`src/rtl/sar_sequencer.sv`:
```
// SAR conversion sequencer: phase strobes, per-bit decision capture, weighted code, 1-deep result buffer.
// Result valid 3+SAMP_CYCLES+2*RES cycles after start; a result arriving at a full, unread buffer is dropped and flagged.
module sar_sequencer #(
  parameter int RES         = 16,
  parameter int SAMP_CYCLES = 4,
  parameter int WEIGHT_W    = 16,
  parameter int CODE_W      = 20
) (
  input  logic                    clk,
  input  logic                    rst,
  input  logic                    start,
  input  logic                    cont,
  input  logic                    abort,
  input  logic [1:0]              samp_sel,
  input  logic [RES*WEIGHT_W-1:0] weights,
  input  logic                    comp_in,
  output logic                    seq_init,
  output logic                    seq_samp,
  output logic                    seq_comp,
  output logic                    seq_update,
  output logic                    en_init,
  output logic                    en_samp_p,
  output logic                    en_samp_n,
  output logic                    en_comp,
  output logic                    en_update,
  output logic [3:0]              bit_idx,
  output logic                    busy,
  output logic                    result_valid,
  input  logic                    result_ready,
  output logic [RES-1:0]          result_bits,
  output logic [CODE_W-1:0]       result_code,
  output logic                    overrun,
  input  logic                    overrun_clr
);

  localparam int              CNT_W     = (SAMP_CYCLES > 1) ? $clog2(SAMP_CYCLES) : 1;
  localparam logic [CNT_W-1:0] SAMP_LAST = CNT_W'(SAMP_CYCLES - 1);
  localparam logic [3:0]      BIT_LAST  = 4'(RES - 1);

  typedef enum logic [2:0] {S_IDLE, S_INIT, S_SAMP, S_COMP, S_UPDATE, S_DONE} state_t;

  state_t                     state_q, state_d;
  logic [CNT_W-1:0]           cnt_q, cnt_d;
  logic [3:0]                 idx_q, idx_d;
  logic [1:0]                 sel_q, sel_d;
  logic [RES-1:0]             wbits_q, wbits_d;
  logic [CODE_W-1:0]          wcode_q, wcode_d;
  logic [RES-1:0]             rbits_d;
  logic [CODE_W-1:0]          rcode_d;
  logic                       rvalid_d, ovr_d, busy_d;
  logic [WEIGHT_W-1:0]        w_sel;
  logic [CODE_W+WEIGHT_W-1:0] w_ext;

  always_comb begin
    w_sel = '0;
    for (int k = 0; k < RES; k++)
      if (idx_q == 4'(k)) w_sel = weights[k*WEIGHT_W +: WEIGHT_W];
  end

  // Zero-extend then keep the low CODE_W bits, so the add wraps modulo 2^CODE_W.
  assign w_ext = {{CODE_W{1'b0}}, w_sel};

  always_comb begin
    state_d  = state_q;
    cnt_d    = cnt_q;
    idx_d    = idx_q;
    sel_d    = sel_q;
    wbits_d  = wbits_q;
    wcode_d  = wcode_q;
    rbits_d  = result_bits;
    rcode_d  = result_code;
    rvalid_d = result_valid & ~result_ready;
    ovr_d    = overrun & ~overrun_clr;
    if (abort && state_q != S_IDLE) begin
      state_d = S_IDLE;
    end else begin
      case (state_q)
        S_IDLE: begin
          if (start) begin
            state_d = S_INIT;
            sel_d   = samp_sel;
          end
        end
        S_INIT: begin
          state_d = S_SAMP;
          cnt_d   = '0;
          wbits_d = '0;
          wcode_d = '0;
        end
        S_SAMP: begin
          if (cnt_q == SAMP_LAST) begin
            state_d = S_COMP;
            idx_d   = BIT_LAST;
          end else begin
            cnt_d = cnt_q + CNT_W'(1);
          end
        end
        S_COMP: state_d = S_UPDATE;
        S_UPDATE: begin
          for (int k = 0; k < RES; k++)
            if (idx_q == 4'(k)) wbits_d[k] = comp_in;
          if (comp_in) wcode_d = wcode_q + w_ext[CODE_W-1:0];
          if (idx_q == 4'd0) begin
            state_d = S_DONE;
          end else begin
            state_d = S_COMP;
            idx_d   = idx_q - 4'd1;
          end
        end
        S_DONE: begin
          if (!result_valid || result_ready) begin
            rbits_d  = wbits_q;
            rcode_d  = wcode_q;
            rvalid_d = 1'b1;
          end else begin
            ovr_d = 1'b1;
          end
          state_d = cont ? S_INIT : S_IDLE;
        end
        default: state_d = S_IDLE;
      endcase
    end
  end

  assign busy_d = (state_d != S_IDLE);

  always_ff @(posedge clk) begin
    if (rst) begin
      state_q      <= S_IDLE;
      cnt_q        <= '0;
      idx_q        <= '0;
      sel_q        <= '0;
      wbits_q      <= '0;
      wcode_q      <= '0;
      seq_init     <= 1'b0;
      seq_samp     <= 1'b0;
      seq_comp     <= 1'b0;
      seq_update   <= 1'b0;
      en_init      <= 1'b0;
      en_samp_p    <= 1'b0;
      en_samp_n    <= 1'b0;
      en_comp      <= 1'b0;
      en_update    <= 1'b0;
      bit_idx      <= '0;
      busy         <= 1'b0;
      result_valid <= 1'b0;
      result_bits  <= '0;
      result_code  <= '0;
      overrun      <= 1'b0;
    end else begin
      state_q      <= state_d;
      cnt_q        <= cnt_d;
      idx_q        <= idx_d;
      sel_q        <= sel_d;
      wbits_q      <= wbits_d;
      wcode_q      <= wcode_d;
      seq_init     <= (state_d == S_INIT);
      seq_samp     <= (state_d == S_SAMP);
      seq_comp     <= (state_d == S_COMP);
      seq_update   <= (state_d == S_UPDATE);
      en_init      <= busy_d;
      en_samp_p    <= busy_d & sel_d[0];
      en_samp_n    <= busy_d & sel_d[1];
      en_comp      <= busy_d;
      en_update    <= busy_d;
      bit_idx      <= (state_d == S_COMP || state_d == S_UPDATE) ? idx_d : 4'd0;
      busy         <= busy_d;
      result_valid <= rvalid_d;
      result_bits  <= rbits_d;
      result_code  <= rcode_d;
      overrun      <= ovr_d;
    end
  end

endmodule
```
`config.mk`:
```
export PLATFORM = sky130hd
export DESIGN_NAME = sar_sequencer
export DESIGN_NICKNAME = d
export VERILOG_FILES = /design/src/rtl/sar_sequencer.sv
export SDC_FILE = /design/constraint.sdc
export NUM_CORES = 1
export LEC_CHECK = 0
export ABC_AREA = 1
export BUFFER_PORTS_ARGS = -buffer_cell sky130_fd_sc_hd__buf_2
export CORE_MARGIN = 2
export CORE_UTILIZATION = 45
export CTS_CLUSTER_DIAMETER = 40
export DETAILED_ROUTE_END_ITERATION = 12
export PLACE_DENSITY = 0.76
export SLEW_MARGIN = 15
export SYNTH_ARGS = -nofsm -noshare
export SYNTH_HDL_FRONTEND = slang
export SYNTH_SLANG_ARGS = --single-unit
```
`constraint.sdc`:
```
create_clock -name clk -period 4.7 [get_ports clk]
set_input_delay 0.94 -clock clk [delete_from_list [all_inputs] [get_ports clk]]
set_output_delay 0.94 -clock clk [all_outputs]
set_load 0.02 [all_outputs]
```
==> flow_summary.json, run 1 <==
{
  "power.density_nw_per_um2": 203,
  "required_ns": 4.95,
  "cts.sinks": 96,
  "num_rows": 46,
  "antenna_left": 0,
  "maxCapViolCount": 0,
  "rrSetupSlack_ns": 0.42,
  "p_sw_frac": 0.299,
  "hold_class": "flop to flop",
  "ys.warnings.count": 0,
  "r2r-end": "wcode_q[16]",
  "clk_pin_slew_ns": 0.08,
  "syn_to_final_growth_pct": 29.1,
  "coreArea_um2": 15900,
  "grt_usage": 0.352,
  "antenna_found_initial": 5,
  "drtPass1Iterations": 6,
  "grt_max_degree": 42,
  "final-hold-violation-count": 0,
  "synth_nets": 1536,
  "gr-total-overflow": 0,
  "port_buffers": 317,
  "path_max_fanout": 10,
  "synth_seq_cells": 96,
  "critPathKind": "flop to flop",
  "drt-total-wl_um": 31200,
  "power_frac_clock": 0.398,
  "critPathMaxStageDelay_ns": 0.43,
  "first_global_vias": 8691,
  "reg2regPathDepth": 29,
  "crit_end": "wcode_q[16]",
  "clk_path_buf_depth": 2,
  "wl_per_cell_um": 17.7,
  "die_height_um": 131,
  "fmax_ghz": 0.234,
  "end_kind": "flop",
  "tns_ns": 0,
  "drive_above_1_share": 0.280,
  "cp_common_cell": "nand2_1",
  "rsz0062_at_grt": "false",
  "ctsHtreeMaxLevel": 3,
  "status": "completed",
  "slew_viol_final": 0,
  "slowest_stage": "dfxtp_1",
  "dpl.hpwl_um": 24300,
  "ctsHoldBuffers": 0,
  "synthCells": 1245,
  "worst_slew_pin_slew_ns": 1.07,
  "initial_core_util": 0.459,
  "drc": 0,
  "fin_crit_ns": 4.28,
  "cts-root-buf": "clkbuf_16",
  "worstPathArrival_ns": 4.53,
  "via_per_inst": 5.31,
  "num_vias": 9367,
  "syn_avg_cell_area_um2": 5.86,
  "setup_viol": 0,
  "r2r_start": "idx_q[0]",
  "fin_worst_skew_ns": 0.0119,
  "synth_cell_type_count": 47,
  "hold_ws_ns": 0.480,
  "internal_power_mw": 1.34,
  "leakage_nw": 5.02,
  "crit_path_start_kind": "flop",
  "fin_crit_sh": 0.910,
  "grt_pass1_wl_um": 47700,
  "peakVddDrop_v": 0.000198,
  "dieArea_um2": 17200,
  "die-width_um": 131,
  "io_pins": 318,
  "cts-buffers-inserted": 9,
  "synth_seq_area_share": 0.264,
  "slew_headroom": 0.283,
  "cts_tree": "built",
  "drt_iter0_drc": 743,
  "critPathLaunch": "idx_q[0]",
  "insertion_delay_ns": 0.37,
  "seqPwrFrac": 0.435,
  "synth_area_um2": 7290,
  "gp_congestion": 1.04,
  "nets": 1830,
  "combPwrFrac": 0.166,
  "min_path_cells": 2,
  "power.switching_mw": 0.570
}
==> cell type report <==
cell class | instances | area, um^2
Fill cell | 1662 | 6470
Multi-Input combinational cell | 976 | 4660
Sequential cell | 96 | 1920
Timing Repair Buffer | 345 | 1800
Inverter | 111 | 440
Tap cell | 216 | 270
Clock buffer | 9 | 225
Clock inverter | 7 | 81.3
Antenna cell | 5 | 12.5
==> layout by cell type, fill, tap and decap left out, types with 5 or more instances in the layout <==
cell type	netlist	final
inv_1	100	98
buf_4	7	27
inv_6	0	5
clkbuf_16	0	9
nand3_2	6	6
o21ai_1	15	15
buf_2	17	317
or2_2	23	23
ha_1	24	23
o21ai_0	74	74
a21oi_1	101	101
nor2_2	8	11
a21boi_0	6	6
nand2_1	334	334
nor3_1	6	6
inv_2	7	5
nand3_1	104	104
nor2_1	223	220
dfxtp_1	96	96
diode_2	0	5
==> layer usage <==
metal,global-route usage,vias up,routed length [um]
met4,0.141,0,1090
met3,0.0756,72,2920
li1,-,4578,-
met5,0,-,0
met2,0.574,467,14300
met1,0.453,4250,12900
==> registers in the layout (all words and copies together), names as in the netlist, 2 cells and up <==
| name | count |
|---|---|
| wbits_q | 16 |
| sel_q | 2 |
| bit_idx | 4 |
| idx_q | 4 |
| result_code | 20 |
| result_bits | 16 |
| wcode_q | 20 |
| state_q | 3 |
| cnt_q | 2 |
==> stage by stage <==
step           setup slack [ns]  instances   util  instance area [um^2]  power [mW]
5_1_grt                  0.0150       1765  0.593                  9420        1.98
3_5_place_dp              0.214       1733  0.565                  8970        1.16
6_report                  0.425       1765  0.593                  9420        1.91
4_1_cts                   0.183       1749  0.584                  9280        1.91
3_3_place_gp              0.281       1733  0.565                  8970        1.16
2_1_floorplan              1.16       1245      -                  7290       0.988
==> cell families (layout without fill, tap and decap cells) <==
| logic type | after synthesis | count (layout) | synth area share |
|---|---|---|---|
| xor gates and xnor gates | 1 | 1 | 0.00120 |
| buffers and inverters | 173 | 472 | 0.101 |
| other | 0 | 5 | 0 |
| and+or+nand+nor | 726 | 726 | 0.424 |
| AOI/OAI and AO/OA | 224 | 224 | 0.167 |
| DFF | 96 | 96 | 0.264 |
| adders and majority gates | 25 | 25 | 0.0439 |
==> how the worst min path moves through the flow <==
stage / start / end / slack (ns)
2_1_floorplan: wbits_q[0] / result_bits[0] / 0.45
3_3_place_gp: wbits_q[12] / wbits_q[12] / 0.46
3_5_place_dp: wbits_q[13] / wbits_q[13] / 0.47
4_1_cts: wbits_q[13] / wbits_q[13] / 0.48
5_1_grt: wbits_q[14] / wbits_q[14] / 0.50
6_report: wbits_q[8] / wbits_q[8] / 0.48
==> what timing repair did <==
action                                  in CTS  in global routing
setup buffers                                0                 11
resized for setup                            0                 18
endpoints found under the setup margin       0                 10
==> worst max-delay path: cells and delay by family, from the launching register on <==
family / cells / cell delay (ns)
compound gates: 4 / 0.65
fa+ha+maj: 2 / 0.60
buf+inv: 5 / 0.56
simple gates: 18 / 1.90
flops: 1 / 0.43
==> cell usage after synthesis (all sizes together) <==
master	instances	area [um^2]
nand2	339	1290
nor2	237	972
nand3	110	581
inv	108	408
a21oi	105	541
dfxtp	96	1920
o21ai	91	463
clkbuf	33	124
buf	29	190
ha	24	300
or2	24	150
a21boi	8	63.8
nor3	6	30.0
a21o	4	30.0
nand4	4	25.0
a211oi	3	22.5
a31oi	3	18.8
clkinv	3	11.3
nor4	3	18.8
o21bai	3	22.5
a22oi	2	15.0
nand3b	2	15.0
o211ai	2	15.0
a221oi	1	8.76
a31o	1	8.76
and3	1	6.26
fa	1	20.0
o31ai	1	7.51
xnor2	1	8.76
==> power by group through the flow <==
stage / clock, mW / sequential (mW) / combinational (mW)
after floorplan: 0 / 0.856 / 0.131
after global placement: 0 / 0.849 / 0.312
after detailed placement: 0 / 0.849 / 0.311
after CTS: 0.770 / 0.830 / 0.313
after global routing: 0.798 / 0.832 / 0.346
final: 0.760 / 0.830 / 0.318
No activity file was read; power rests on OpenSTA's default activity.
==> inputs of run 2 (changes only) <==
--- a/config.mk
+++ b/config.mk
@@ -8,10 +8,11 @@
 export ABC_AREA = 1
 export BUFFER_PORTS_ARGS = -buffer_cell sky130_fd_sc_hd__buf_2
 export CORE_MARGIN = 2
-export CORE_UTILIZATION = 45
+export CORE_UTILIZATION = 49
 export CTS_CLUSTER_DIAMETER = 40
 export DETAILED_ROUTE_END_ITERATION = 12
-export PLACE_DENSITY = 0.76
+export PLACE_DENSITY = 0.82
+export SKIP_CTS_REPAIR_TIMING = 1
 export SLEW_MARGIN = 15
 export SYNTH_ARGS = -nofsm -noshare
 export SYNTH_HDL_FRONTEND = slang
==> run 2 against run 1 <==
Critical endpoint is now wcode_q[18]. Worst hold slack got worse by 0.0072 ns. Clock power barely moved. Utilization rose by 4.9 points. Sequential cell count did not move. First-iteration DRC count rose by 18%.
==> flow_summary.json, run 2 (synthesis results as in run 1) <==
{
  "drive_above_1_share": 0.277,
  "cts_tree": "built",
  "wl_per_cell_um": 17.4,
  "end_kind": "flop",
  "path_max_fanout": 19,
  "grt_usage": 0.369,
  "postPlaceCellArea_um2": 8970,
  "status": "completed",
  "io_pins": 318,
  "worst_slack_ns": 0.314,
  "required_ns": 4.95,
  "num_vias": 9513,
  "fin_crit_ns": 4.39,
  "worstPathArrival_ns": 4.64,
  "dpl.hpwl_um": 23600,
  "tns_ns": 0,
  "rsz0062_at_grt": "false",
  "final-hold-violation-count": 0,
  "peakVddDrop_v": 0.000243,
  "nets": 1823,
  "setup_viol": 0,
  "cts-buffers-inserted": 9,
  "drt-total-wl_um": 30200,
  "dp_slack_ns": 0.133,
  "port_buffers": 317,
  "cp_common_cell": "nand2_1",
  "top_regs": "result_code: 20 flops, wcode_q: 20 flops",
  "post-route-util": 0.641,
  "insertion_delay_ns": 0.36,
  "fmax_ghz": 0.228,
  "cts.sinks": 96,
  "worst_slew_pin_slew_ns": 1.09,
  "wl_met1_um": 11700,
  "grt_max_degree": 53,
  "clk_pin_slew_ns": 0.08,
  "fin_worst_skew_ns": 0.0148,
  "first_global_vias": 8865,
  "drt_iter0_drc": 878,
  "met2_length_um": 13900,
  "power_mw": 1.91,
  "power.density_nw_per_um2": 205,
  "clk_path_buf_depth": 2,
  "critPathKind": "flop to flop",
  "topRoutingLayerUsed": "met5",
  "leakage_nw": 4.98,
  "coreArea_um2": 14500,
  "cts-root-buf": "clkbuf_16",
  "crit_path_start_kind": "flop",
  "via_per_inst": 5.50,
  "drc": 0,
  "critPathMaxStageDelay_ns": 0.43,
  "slew_headroom": 0.270,
  "slew_viol_final": 0,
  "gr-total-overflow": 0,
  "antenna_left": 0,
  "die_height_um": 126,
  "syn_to_final_growth_pct": 27.8,
  "wl_met3_um": 3230,
  "hold_class": "flop to flop",
  "layout_commonest_cell": "nand2_1",
  "dieArea_um2": 15900,
  "die-width_um": 126,
  "maxCapViolCount": 0,
  "slowest_stage": "fa_1",
  "gp_congestion": 1.04,
  "design_area_um2": 9320,
  "ctsHtreeMaxLevel": 3,
  "initial_core_util": 0.502,
  "num_rows": 44,
  "antenna_found_initial": 10,
  "drtPass1Iterations": 6,
  "fin_crit_sh": 0.933,
  "final_cell_mix": "334 x nand2_1, 317 x buf_2, 220 x nor2_1, 104 x nand3_1, 100 x a21oi_1",
  "grt_pass1_wl_um": 46400
}
## run 2: stage by stage
stage / hold WS [ns] / std cells
2_1_floorplan: 0.448 / 1245
3_3_place_gp: 0.455 / 1705
3_5_place_dp: 0.455 / 1705
4_1_cts: 0.475 / 1721
5_1_grt: 0.510 / 1730
6_report: 0.473 / 1730
## run 2: worst paths after layout
check	start	to	slack (ns)	cells past startpoint
max reg2reg	idx_q[0]	wcode_q[18]	0.31	31
min reg2reg	cnt_q[1]	cnt_q[1]	0.47	2
max	idx_q[0]	wcode_q[18]	0.31	31
min	cnt_q[1]	cnt_q[1]	0.47	2
## run 2: where the power goes
group	switching (mW)	internal (mW)	leakage (nW)
logic	0.184	0.134	4.06
clock network	0.378	0.380	0.150
registers	0.00621	0.824	0.776
total	0.568	1.34	4.98
## run 2: cell type report
class | instances | area (um^2)
Sequential cell | 96 | 1920
Multi-Input combinational cell | 976 | 4650
Inverter | 111 | 424
Timing Repair Buffer | 338 | 1760
Clock buffer | 9 | 225
Fill cell | 1386 | 5210
Clock inverter | 7 | 81.3
Tap cell | 184 | 230
Antenna cell | 9 | 22.5
## run 2: metal layers
layer  global-route usage  up-vias
met2                0.608      540
met4                0.156        2
met3               0.0735       88
met1                0.471     4314
li1                     -     4569
met5                    0        -
## run 2: critical path: cells and delay by family, from the launching register on
| family | cells | cell delay (ns) |
|---|---|---|
| flip-flops | 1 | 0.36 |
| AND/OR/NAND/NOR | 21 | 2.22 |
| adder cells (fa/ha/maj) | 3 | 0.84 |
| AO/OA/AOI/OAI | 4 | 0.59 |
| buffers and inverters | 3 | 0.27 |
